## src/rtl/varint_field_seq.sv

```systemverilog
// varint_field_seq: descriptor FIFO feeding the shared varint serializer as tag op then value op,
// tracking the destination pointer and message length from the serializer's byte counts.
module varint_field_seq #(
  parameter int         FIFO_DEPTH = 4,
  parameter int         TIMEOUT    = 64,
  parameter logic [4:0] TAG_FTYPE  = 5'd4
) (
  input  logic        clk,
  input  logic        reset,
  input  logic        start,
  input  logic [63:0] base_addr,
  input  logic        fld_valid,
  output logic        fld_ready,
  input  logic [28:0] fld_num,
  input  logic [4:0]  fld_type,
  input  logic [63:0] fld_value,
  input  logic        fin,
  output logic        vu_en,
  output logic [63:0] vu_dst_addr,
  output logic [63:0] vu_value,
  output logic [4:0]  vu_field_type,
  input  logic        vu_done,
  input  logic [3:0]  vu_bytes,
  output logic        busy,
  output logic        msg_done,
  output logic [31:0] msg_len,
  output logic        err
);
  localparam int AW = $clog2(FIFO_DEPTH);
  localparam int WW = $clog2(TIMEOUT + 1);
  typedef enum logic [2:0] {IDLE, POP, TAG_RUN, TAG_GAP, VAL_RUN, VAL_GAP, DONE, ERR} state_t;
  state_t        r_state, w_nxt;
  logic [97:0]   r_mem [FIFO_DEPTH];
  logic [AW:0]   r_wp, r_rp;
  logic [63:0]   r_wptr, r_val, r_dst, r_vval;
  logic [4:0]    r_type, r_ft;
  logic [31:0]   r_len;
  logic [WW-1:0] r_wd;
  logic          r_fin, r_err;
  logic          w_full, w_empty, w_push, w_pop, w_run, w_idle, w_start, w_tmo;
  logic [97:0]   w_head;
  assign w_full        = (r_wp ^ r_rp) == {1'b1, {AW{1'b0}}};
  assign w_empty       = r_wp == r_rp;
  assign w_push        = fld_valid && !w_full;
  assign w_pop         = r_state == POP && !w_empty;
  assign w_head        = r_mem[r_rp[AW-1:0]];
  assign w_run         = r_state == TAG_RUN || r_state == VAL_RUN;
  assign w_idle        = r_state == IDLE || r_state == ERR;
  assign w_start       = start && w_idle;
  assign w_tmo         = r_wd == WW'(TIMEOUT - 1);
  assign fld_ready     = !w_full;
  assign vu_en         = w_run;
  assign busy          = !w_idle;
  assign msg_done      = r_state == DONE;
  assign vu_dst_addr   = r_dst;
  assign vu_value      = r_vval;
  assign vu_field_type = r_ft;
  assign msg_len       = r_len;
  assign err           = r_err;
  always_comb begin
    w_nxt = r_state;
    unique case (r_state)
      IDLE, ERR: w_nxt = start ? POP : r_state;
      POP:       w_nxt = !w_empty ? TAG_RUN : r_fin ? DONE : POP;
      TAG_RUN:   w_nxt = vu_done ? TAG_GAP : w_tmo ? ERR : TAG_RUN;
      TAG_GAP:   w_nxt = VAL_RUN;
      VAL_RUN:   w_nxt = vu_done ? VAL_GAP : w_tmo ? ERR : VAL_RUN;
      VAL_GAP:   w_nxt = POP;
      DONE:      w_nxt = IDLE;
    endcase
  end
  always_ff @(posedge clk)
    if (w_push) r_mem[r_wp[AW-1:0]] <= {fld_num, fld_type, fld_value};
  always_ff @(posedge clk) begin
    if (reset) begin
      r_state <= IDLE;
      r_wp    <= '0;
      r_rp    <= '0;
      r_wptr  <= '0;
      r_val   <= '0;
      r_type  <= '0;
      r_dst   <= '0;
      r_vval  <= '0;
      r_ft    <= '0;
      r_len   <= '0;
      r_wd    <= '0;
      r_fin   <= 1'b0;
      r_err   <= 1'b0;
    end else begin
      r_state <= w_nxt;
      r_wp    <= r_wp + (AW+1)'(w_push);
      r_rp    <= r_rp + (AW+1)'(w_pop);
      r_wd    <= (w_run && w_nxt == r_state) ? r_wd + WW'(1) : '0;
      r_fin   <= w_start ? fin : (busy && fin) ? 1'b1 : r_fin;
      if (w_start) begin
        r_wptr <= base_addr;
        r_len  <= '0;
        r_err  <= 1'b0;
      end
      if (w_run && vu_done) begin
        r_wptr <= r_wptr + 64'(vu_bytes);
        r_len  <= r_len + 32'(vu_bytes);
      end
      if (w_run && w_nxt == ERR) r_err <= 1'b1;
      if (w_pop) begin
        r_dst  <= r_wptr;
        r_vval <= {32'd0, w_head[97:69], 3'b000};
        r_ft   <= TAG_FTYPE;
        r_type <= w_head[68:64];
        r_val  <= w_head[63:0];
      end
      if (r_state == TAG_GAP) begin
        r_dst  <= r_wptr;
        r_vval <= r_val;
        r_ft   <= r_type;
      end
    end
  end
endmodule

```

## config.mk

```make
export PLATFORM = sky130hd
export DESIGN_NAME = varint_field_seq
export DESIGN_NICKNAME = d
export VERILOG_FILES = /design/src/rtl/varint_field_seq.sv
export SDC_FILE = /design/constraint.sdc
export NUM_CORES = 1
export LEC_CHECK = 0
export ABC_AREA = 1
export CORE_AREA = 3 3 319 321
export DETAILED_ROUTE_END_ITERATION = 16
export DIE_AREA = 0 0 322 324
export HOLD_SLACK_MARGIN = 0.06
export PLACE_DENSITY = 0.56
export SLEW_MARGIN = 5
export SYNTH_ARGS = -nofsm -noshare
export SYNTH_HDL_FRONTEND = slang
export SYNTH_SLANG_ARGS = --single-unit
```

## constraint.sdc

```tcl
create_clock -name clk -period 14.5 [get_ports clk]
set_clock_uncertainty 0.05 [all_clocks]
set_input_delay 2.175 -clock clk [delete_from_list [all_inputs] [get_ports clk]]
set_output_delay 2.175 -clock clk [all_outputs]
set_load 0.01 [all_outputs]
```

==> After elaboration in Yosys (flattened, before gate mapping) <==
Memory sizes are Yosys's and may differ from the RTL's. A register that Yosys moved wholly into a read port is not among the register bits.
Cells that the tools add are included.
{ "totals": {"word_cells": 77, "register_bits": 316, "ramBits": 392, "output_inout_bits": 170, "n_memories": 1, "input_bits": 172} }
{ "op_classes": {"eq_ne": 12, "n_reduce_logical": 19, "add_sub_neg": 5, "bitwise": 2, "n_mux": 25} }
{ "mem_list": {"columns": ["memory", "depth", "width", "read_ports", "rd_ports_with_merged_regs", "write_ports", "line_no", "rtl"], "rows": [
  ["r_mem", 4, 98, 1, 1, 1, "33", "logic [97:0] r_mem [FIFO_DEPTH];"]
]} }
{ "ops": {"columns": ["cell", "count"], "rows": [
  ["2-to-1 mux 64 bit", 6],
  ["adder 64 x 4 -> 64 bit", 1],
  ["2-to-1 mux 32 bit", 2],
  ["adder 32 x 4 -> 32 bit", 1],
  ["one-hot mux 3 bit (7 select lines)", 1],
  ["equality test 3 bit, second input constant", 6],
  ["2-to-1 mux 3 bit", 5],
  ["2-to-1 mux 5 bit", 2],
  ["nonzero test 2 bit", 4],
  ["adder 7 x 1 -> 7 bit, second input constant", 1],
  ["equality test 7 x 6 -> 1 bit, second input constant", 1],
  ["logical AND 1 bit", 7],
  ["adder 3 x 1 -> 3 bit", 2],
  ["equality test 3 x 2 -> 1 bit, second input constant", 2],
  ["equality test 3 bit", 2],
  ["2-to-1 mux 1 bit", 6],
  ["2-to-1 mux 2 bit", 3],
  ["OR reduction 2 bit", 2],
  ["equality test 3 x 1 -> 1 bit, second input constant", 1],
  ["logical NOT 1 bit", 3],
  ["logical NOT 3 bit", 1],
  ["bitwise XOR 3 bit", 1],
  ["logical OR 1 bit", 2],
  ["inverter 1 bit", 1]
]} }

==> Longest topological paths before layout <==
Gate-level depths: netlist of the first run.
{ "logic_depth": {"ltp_word": 8, "ltp_mapped": 15, "depth_no_buf": 13} }

==> Worst setup path after synthesis of the first run <==
Ideal clock, no wire load.
{ "synth_timing": {"path_kind": "input-to-reg", "from": "in fld_valid", "to": "mem r_mem[2][0] (enable)", "setup_slack_ns": 4.866, "setup_ns": 0.675, "arrival_ns": 8.909, "required_ns": 13.775, "path_buffers": 0, "cell_stages": 2, "path_cell_list": "nand2_1 nor3_1"} }
{ "synth_via": {"elab_chain_cells": 3} }
{ "synth_lines": {"columns": ["element", "line_no", "rtl"], "rows": [
  ["from (decl)", "12", "input logic fld_valid,"],
  ["logical AND 1 bit", "44", "assign w_push = fld_valid && !w_full;"],
  ["2-to-1 mux 1 bit", "73", "if (w_push) r_mem[r_wp[AW-1:0]] <= {fld_num, fld_type, fld_value};"],
  ["2-to-1 mux 1 bit (not written as such)", "73", null],
  ["to (decl)", "33", null]
]} }
No other way between the ends.

==> Worst setup path after layout of the first run <==
{ "layout_timing": {"from": "reg r_rp[1]", "to": "out fld_ready"} }
{ "layout_via": {"elab_chain_cells": 3} }
{ "layout_lines": {"columns": ["element", "line_no", "rtl"], "rows": [
  ["from (decl)", "34", "logic [AW:0] r_wp, r_rp;"],
  ["from (signal assigned)", "92", "r_rp <= r_rp + (AW+1)'(w_pop);"],
  ["bitwise XOR 3 bit", "42", "assign w_full = (r_wp ^ r_rp) == {1'b1, {AW{1'b0}}};"],
  ["equality test 3 bit", "42", null],
  ["logical NOT 1 bit", "51", "assign fld_ready = !w_full;"],
  ["to (decl)", "13", "output logic fld_ready,"]
]} }
No other way between the ends.

==> out/qor.txt, run 1 <==
Status: finished clean
Final Worst Setup Slack: 9.44 ns
Starting Density: 29.8%
Combinational share of power: 22.5%
1st-iter DRT viols: 1656
Least-Margin Pin Slew: 1.10 ns
Highest-count cells in the layout ignoring fill and taps: 541 x nand2_1, 536 x nor2_1, 395 x o21ai_0
CP Cell Sequence: inv_4 > nand2_2 > nand2_4 > nor2_8 > nand2_1 > clkdlybuf4s50_1
Int Pwr: 3.98 mW
GP Congestion: 0.936
Total GRT Usage: 17.7%
First-pass GRT wire length: 142000 µm
Non-Filler Instances: 4860
Clock root buffer: clkbuf_16
Max Slew Vio Count: 0
Most used routing layer: met2
Routed length per instance: 19.4 µm
Psw: 1.89 mW
Crit end category: output port
M1 GR Usage: 23.8%
CTS resizes: 0
Max-cap violations: 0
Synth Area in Adders: 0.684%
Storage cell area: 0.0181 mm²
Worst reg2reg path depth: 8
Cell leakage power: 12.7 nW
Simple-gate portion of the synthesized area: 18.2%
Largest family of logic cells by synthesized area: simple AND/OR/NAND/NOR gates
Final layout net count: 3675
Commonest non-fill, non-tap cell in the layout: nand2_1
Area delta synth->final: 24.1%
WL final: 94300 µm
Final core utilization: 37.0%
Worst setup SP type: flip-flop
Pre-CTS setup slack: 9.38 ns
Largest net degree at the start of global routing: 118
CTS tree: yes
Die ar.: 0.104 mm²
DRC: 0
Layout cells sized above 1: 5.77%
Unrepaired setup endpoints after global routing: no
Avg Cell Area, Syn: 9.22 µm²
Flop pwr share: 42.7%
Fin crit share: 34.9%
Setup_tns: 0 ns
Kind of critical path: reg -> out
Met2 GRT Util: 29.2%
Setup violations, final: 0
Met3 Use GR: 3.72%
Number of global-route vias before repair: 22700
Later-pin clock latency in the skew report: 0.64 ns
Post-synthesis mux area share: 0%
Mapped Nets: 3402
Hold_buf cts: 0
CTS Buf Count: 80
# IOs: 342
Area of the multi-input gates: 0.00996 mm²
Clk sinks: 708
Gr ovfl total: 0
Post-route cell area: 0.0368 mm²
CP max stage delay: 0.72 ns
Hold Path Stages: 1
Fin. Hold Viols: 0
H-tree depth: 3
Worst IR Drop VDD: 0.0000798 V
Seq cells post-synth: 708
Worst path slowest cell: dfxtp_4
Placed Cells: 4704
CTS clock-pin slew for the worst setup and hold paths: 0.05 ns
Max Root-Sink Buffers: 3
Port Buffers: 341
CP arrival: 2.84 ns
Final ANT Viol Nets: 0
Die X: 322 µm
Yosys warns: 0
Via count: 23600
Via-to-Cell Ratio: 4.85
Required time worst endpoint: 12.27 ns
Area of the core: 0.0996 mm²
Pre-antenna DRT Iters: 5
Clock power frac: 34.8%
Count of unique library cells instantiated by Yosys: 47
Max-slew headroom: 26.9%
Post-route minimum period: 5.06 ns
Initial antenna violation count: 16
Hold/Removal Path Class: reg -> reg
Synth Area in Compound Gates: 13.9%
Switching share of power: 32.1%
Placed instance area: 0.0341 mm²
Post-Synth XOR/XNOR Area: 0.709%
Setup Buffers After CTS: 0
DP Wirelength: 61200 µm
Fill cells: 9995
Die H: 324 µm
Top fanout value on the critical path: 51
Synth Instances: 3215
Post-synthesis sequential area ratio: 61.1%
Post-Syn Area: 0.0296 mm²
Fmax achieved: 0.198 GHz
Power density over the cells: 160 mW/mm²
Row cnt: 116
[cells by family after synthesis]
family                   count (synthesis)
buffers and inverters                  384
adder cells (fa/ha/maj)                 15
flip-flops                             708
XOR/XNOR                                24
AO/OA/AOI/OAI                          776
AND/OR/NAND/NOR                       1308
[power groups by stage]
stage	combinational (mW)	clock, mW	sequential, mW
global route	1.48	2.19	2.53
detailed placement	1.34	0	2.55
CTS	1.35	2.11	2.51
global placement	1.33	0	2.55
floorplan	0.811	0	2.54
finish	1.32	2.04	2.51
[per-stage QoR]
step / hold WS (ns) / total power [mW]
global route: 0.422 / 6.20
floorplan: 0.378 / 3.35
global placement: 0.390 / 3.88
detailed placement: 0.392 / 3.88
finish: 0.404 / 5.87
CTS: 0.407 / 5.96
[cells in the mapped netlist, drive strengths merged]
| cell type | number | area [µm²] |
|---|---|---|
| nor4 | 4 | 25.0 |
| o22ai | 42 | 263 |
| nand2 | 555 | 2140 |
| a32oi | 1 | 8.76 |
| xnor2 | 6 | 52.6 |
| a31oi | 63 | 394 |
| o22a | 2 | 17.5 |
| a21o | 1 | 7.51 |
| nand4 | 36 | 225 |
| and3 | 2 | 12.5 |
| nand3b | 8 | 60.1 |
| o21ai | 421 | 2110 |
| nor3 | 30 | 155 |
| nand3 | 119 | 648 |
| edfxtp | 392 | 11800 |
| dfxtp | 316 | 6330 |
| nor2b | 1 | 6.26 |
| ha | 13 | 163 |
| a21oi | 219 | 1100 |
| buf | 72 | 424 |
| o21a | 3 | 22.5 |
| o221ai | 8 | 70.1 |
| and2 | 1 | 6.26 |
| a311oi | 2 | 30.0 |
| or2 | 4 | 25.0 |
| inv | 212 | 803 |
| a211oi | 3 | 22.5 |
| nor2 | 548 | 2100 |
| clkbuf | 100 | 377 |
| o211ai | 11 | 82.6 |
| xor2 | 18 | 158 |
| fa | 2 | 40.0 |
[flip-flops by register name (all words and copies together), names as in the netlist]
| name | count |
|---|---|
| r_mem | 392 |
| r_val | 64 |
| r_wptr | 64 |
| vu_dst_addr | 64 |
| vu_value | 64 |
| msg_len | 32 |
| r_wd | 7 |
| r_type | 5 |
| vu_field_type | 5 |
| r_rp | 3 |
| r_state | 3 |
| r_wp | 3 |
| err | 1 |
| r_fin | 1 |
[layout make-up]
cell class | count | share of cell area, %
Tap cell | 1298 | 4.41
Antenna cell | 7 | 0.0476
Timing Repair Buffer | 363 | 9.76
Clock inverter | 40 | 1.16
Sequential cell | 708 | 49.2
Multi-Input combinational cell | 2123 | 27.1
Clock buffer | 109 | 6.12
Inverter | 212 | 2.20
[path summary, 6_finish.rpt]
| path | start | to | slack, ns |
|---|---|---|---|
| min | r_wd[0]$_SDFF_PP0_ | r_wd[0]$_SDFF_PP0_ | 0.40 |
| max | r_rp[1]$_SDFF_PP0_ | fld_ready | 9.44 |
| max reg2reg | r_state[0]$_SDFF_PP0_ | vu_value[18]$_SDFFE_PP0P_ | 10.13 |
| min reg2reg | r_wd[0]$_SDFF_PP0_ | r_wd[0]$_SDFF_PP0_ | 0.40 |
[metal layers]
layer,part of all wire [%],wire (µm)
met3,6.2,5890
met1,45,42700
met5,0.092,87
met2,46,43800
met4,2.0,1850
[critical path, delay by kind of cell (launching register included)]
kind,cells,cell delay [ns]
buf+inv,2,0.89
flops,1,0.72
simple gates,4,0.58
(Power assumes the default switching activity.)
==> run 2: changes to the inputs <==
- PLACE_DENSITY: 0.56 -> 0.57
- clock period: 14.5 -> 4.25 ns (I/O delays scaled with it)
==> run 2 against run 1 <==
Global-route usage up 0.34 points. First-iteration DRC count rose by 12%. Clock power rose to 3.5 times the previous value. Via count grew 0.86%. Design area up 0.96%. Die area is the same. Setup slack got worse by 8.2 ns. Hold slack got worse by 0.081 ns. Sequential share of layout area shrank 0.47 points. Largest cell class unchanged. Largest power group unchanged. Highest routed layer unchanged.
==> out/qor.txt, run 2 (synthesis gave the netlist of run 1 again) <==
Pre-CTS setup slack: 1.03 ns
Final Worst Setup Slack: 1.26 ns
Max-cap violations: 0
Worst path slowest cell: clkdlybuf4s50_1
CP arrival: 2.30 ns
CTS tree: yes
Initial antenna violation count: 14
Gr ovfl total: 0
Hold/Removal Path Class: in -> reg
Most common cell on crit path: nand2_1
Final ANT Viol Nets: 0
Power density over the cells: 548 mW/mm²
CP top delay family: buffers and inverters
CTS clock-pin slew for the worst setup and hold paths: 0.06 ns
Max Slew Vio Count: 0
Top fanout value on the critical path: 5
CP max stage delay: 0.54 ns
Hold Slack: 0.324 ns
Largest net degree at the start of global routing: 103
Cell leakage power: 12.9 nW
Pre-antenna DRT Iters: 6
Area delta synth->final: 25.3%
Placed instance area: 0.0344 mm²
Setup Buffers After CTS: 0
Max-slew headroom: 29.0%
1st-iter DRT viols: 1853
Routed length per instance: 19.8 µm
Max FFs per register: 392
Hold wc startpoint: reset
Post-route cell area: 0.0371 mm²
First-pass GRT wire length: 143000 µm
Later-pin clock latency in the skew report: 0.65 ns
Clock root buffer: clkbuf_16
H-tree depth: 3
Tot Pwr: 20.4 mW
DP Wirelength: 62200 µm
Fmax achieved: 0.335 GHz
Status: finished clean
Die H: 324 µm
CP Depth: 6
# IOs: 342
Kind of critical path: reg -> out
WL final: 96400 µm
Post-route minimum period: 2.99 ns
Hold Path Stages: 2
Starting Density: 29.8%
Required time worst endpoint: 3.56 ns
Highest-count cells in the layout ignoring fill and taps: 541 x nand2_1, 536 x nor2_1, 395 x o21ai_0
R2r setup slk: 1.29 ns
Final core utilization: 37.3%
Die ar.: 0.104 mm²
Switching share of power: 31.8%
Reg2reg end: r_mem[1][47]$_DFFE_PP_
Via-to-Cell Ratio: 4.88
Row cnt: 116
Commonest non-fill, non-tap cell in the layout: nand2_1
Flop pwr share: 41.9%
Psw: 6.47 mW
Setup violations, final: 0
Least-Margin Pin Slew: 1.06 ns
Hold_buf cts: 0
Via count: 23800
Total GRT Usage: 18.1%
Combinational share of power: 23.2%
DRC: 0
Max Root-Sink Buffers: 3
Int Pwr: 13.9 mW
Port Buffers: 341
Buf+Inv Stages, Crit Path: 2
Clock power frac: 34.9%
Layout cells sized above 1: 6.19%
Number of global-route vias before repair: 22700
Final layout net count: 3694
Fin. Hold Viols: 0
CTS Buf Count: 82
GP Congestion: 0.958
RR Startpoint: r_rp[0]$_SDFF_PP0_
Clk sinks: 708
Fin crit share: 70.3%
Worst IR Drop VDD: 0.000338 V
Area of the core: 0.0996 mm²
Worst setup SP type: flip-flop
CTS resizes: 0
Worst reg2reg path depth: 8
Die X: 322 µm
Crit end category: output port
Hold Crit Endpoint: r_wptr[28]$_SDFFE_PP0P_
Unrepaired setup endpoints after global routing: no
CP Cell Sequence: inv_1 > nand2_1 > nand2_2 > nor2_8 > nand2_1 > clkdlybuf4s50_1
run 2: cell types whose count changed in the layout (fill, tap and decap cells not counted), moves of 3 or more:
cell       before  now
buf_12          1   14
nor3_2          5    1
buf_4          21   25
clkbuf_1       16   26
clkinv_1       10    2
clkbuf_16      81   84
diode_2         7    4
nor3_4          0    4
run 2: worst reg2reg max path, cell delays in order, from the launching register on:
cell     delay, ns
dfxtp_4       0.36
inv_6         0.25
nand2_1       0.12
nand2_2       0.13
nor2_8        0.05
nand2_1       0.14
nand2_1       0.38
nor3_4        0.72
buf_12        0.37
run 2: cell type report:
type                       count  area, µm²
antenna                        4       10.0
clock inverter                26        332
multi-input combinational   2123       9990
inverter                     212        811
tap                         1298       1620
fill                       10000      62400
timing repair buffer         380       3880
sequential                   708      18100
clock buffer                 124       2390
run 2: through the flow:
stage | cells | setup TNS (ns)
floorplan | 3215 | -448.29
global placement | 4721 | 0
detailed placement | 4721 | 0
CTS | 4871 | 0
global route | 4872 | 0
finish | 4875 | 0
run 2: power groups by stage:
stage / combinational [mW] / sequential, mW / clock [mW]
3_3_place_gp: 4.78 / 8.66 / 0
5_1_grt: 5.27 / 8.62 / 7.61
4_1_cts: 4.79 / 8.53 / 7.32
6_report: 4.72 / 8.54 / 7.11
3_5_place_dp: 4.78 / 8.67 / 0
2_1_floorplan: 2.77 / 8.64 / 0
run 2: worst max path at each step:
stage | startpoint | to | slack, ns
2_1_floorplan | r_wp[2]$_SDFF_PP0_ | r_mem[1][0]$_DFFE_PP_ | -1.14
3_3_place_gp | vu_bytes[0] | r_wptr[62]$_SDFFE_PP0P_ | 1.08
3_5_place_dp | vu_bytes[0] | r_wptr[62]$_SDFFE_PP0P_ | 1.03
4_1_cts | r_wp[0]$_SDFF_PP0_ | fld_ready | 1.17
5_1_grt | r_rp[0]$_SDFF_PP0_ | vu_value[16]$_SDFFE_PP0P_ | 1.02
6_report | r_wp[0]$_SDFF_PP0_ | fld_ready | 1.26
run 2: metal layers:
metal  GRT usage, %  vias to the layer above  share of wire (%)
li1               -                    11600                  -
met1           23.3                    11300                 44
met2           30.3                      676                 47
met3           3.99                      156                6.6
met4           5.51                       16                2.5
met5              0                        -               0.11
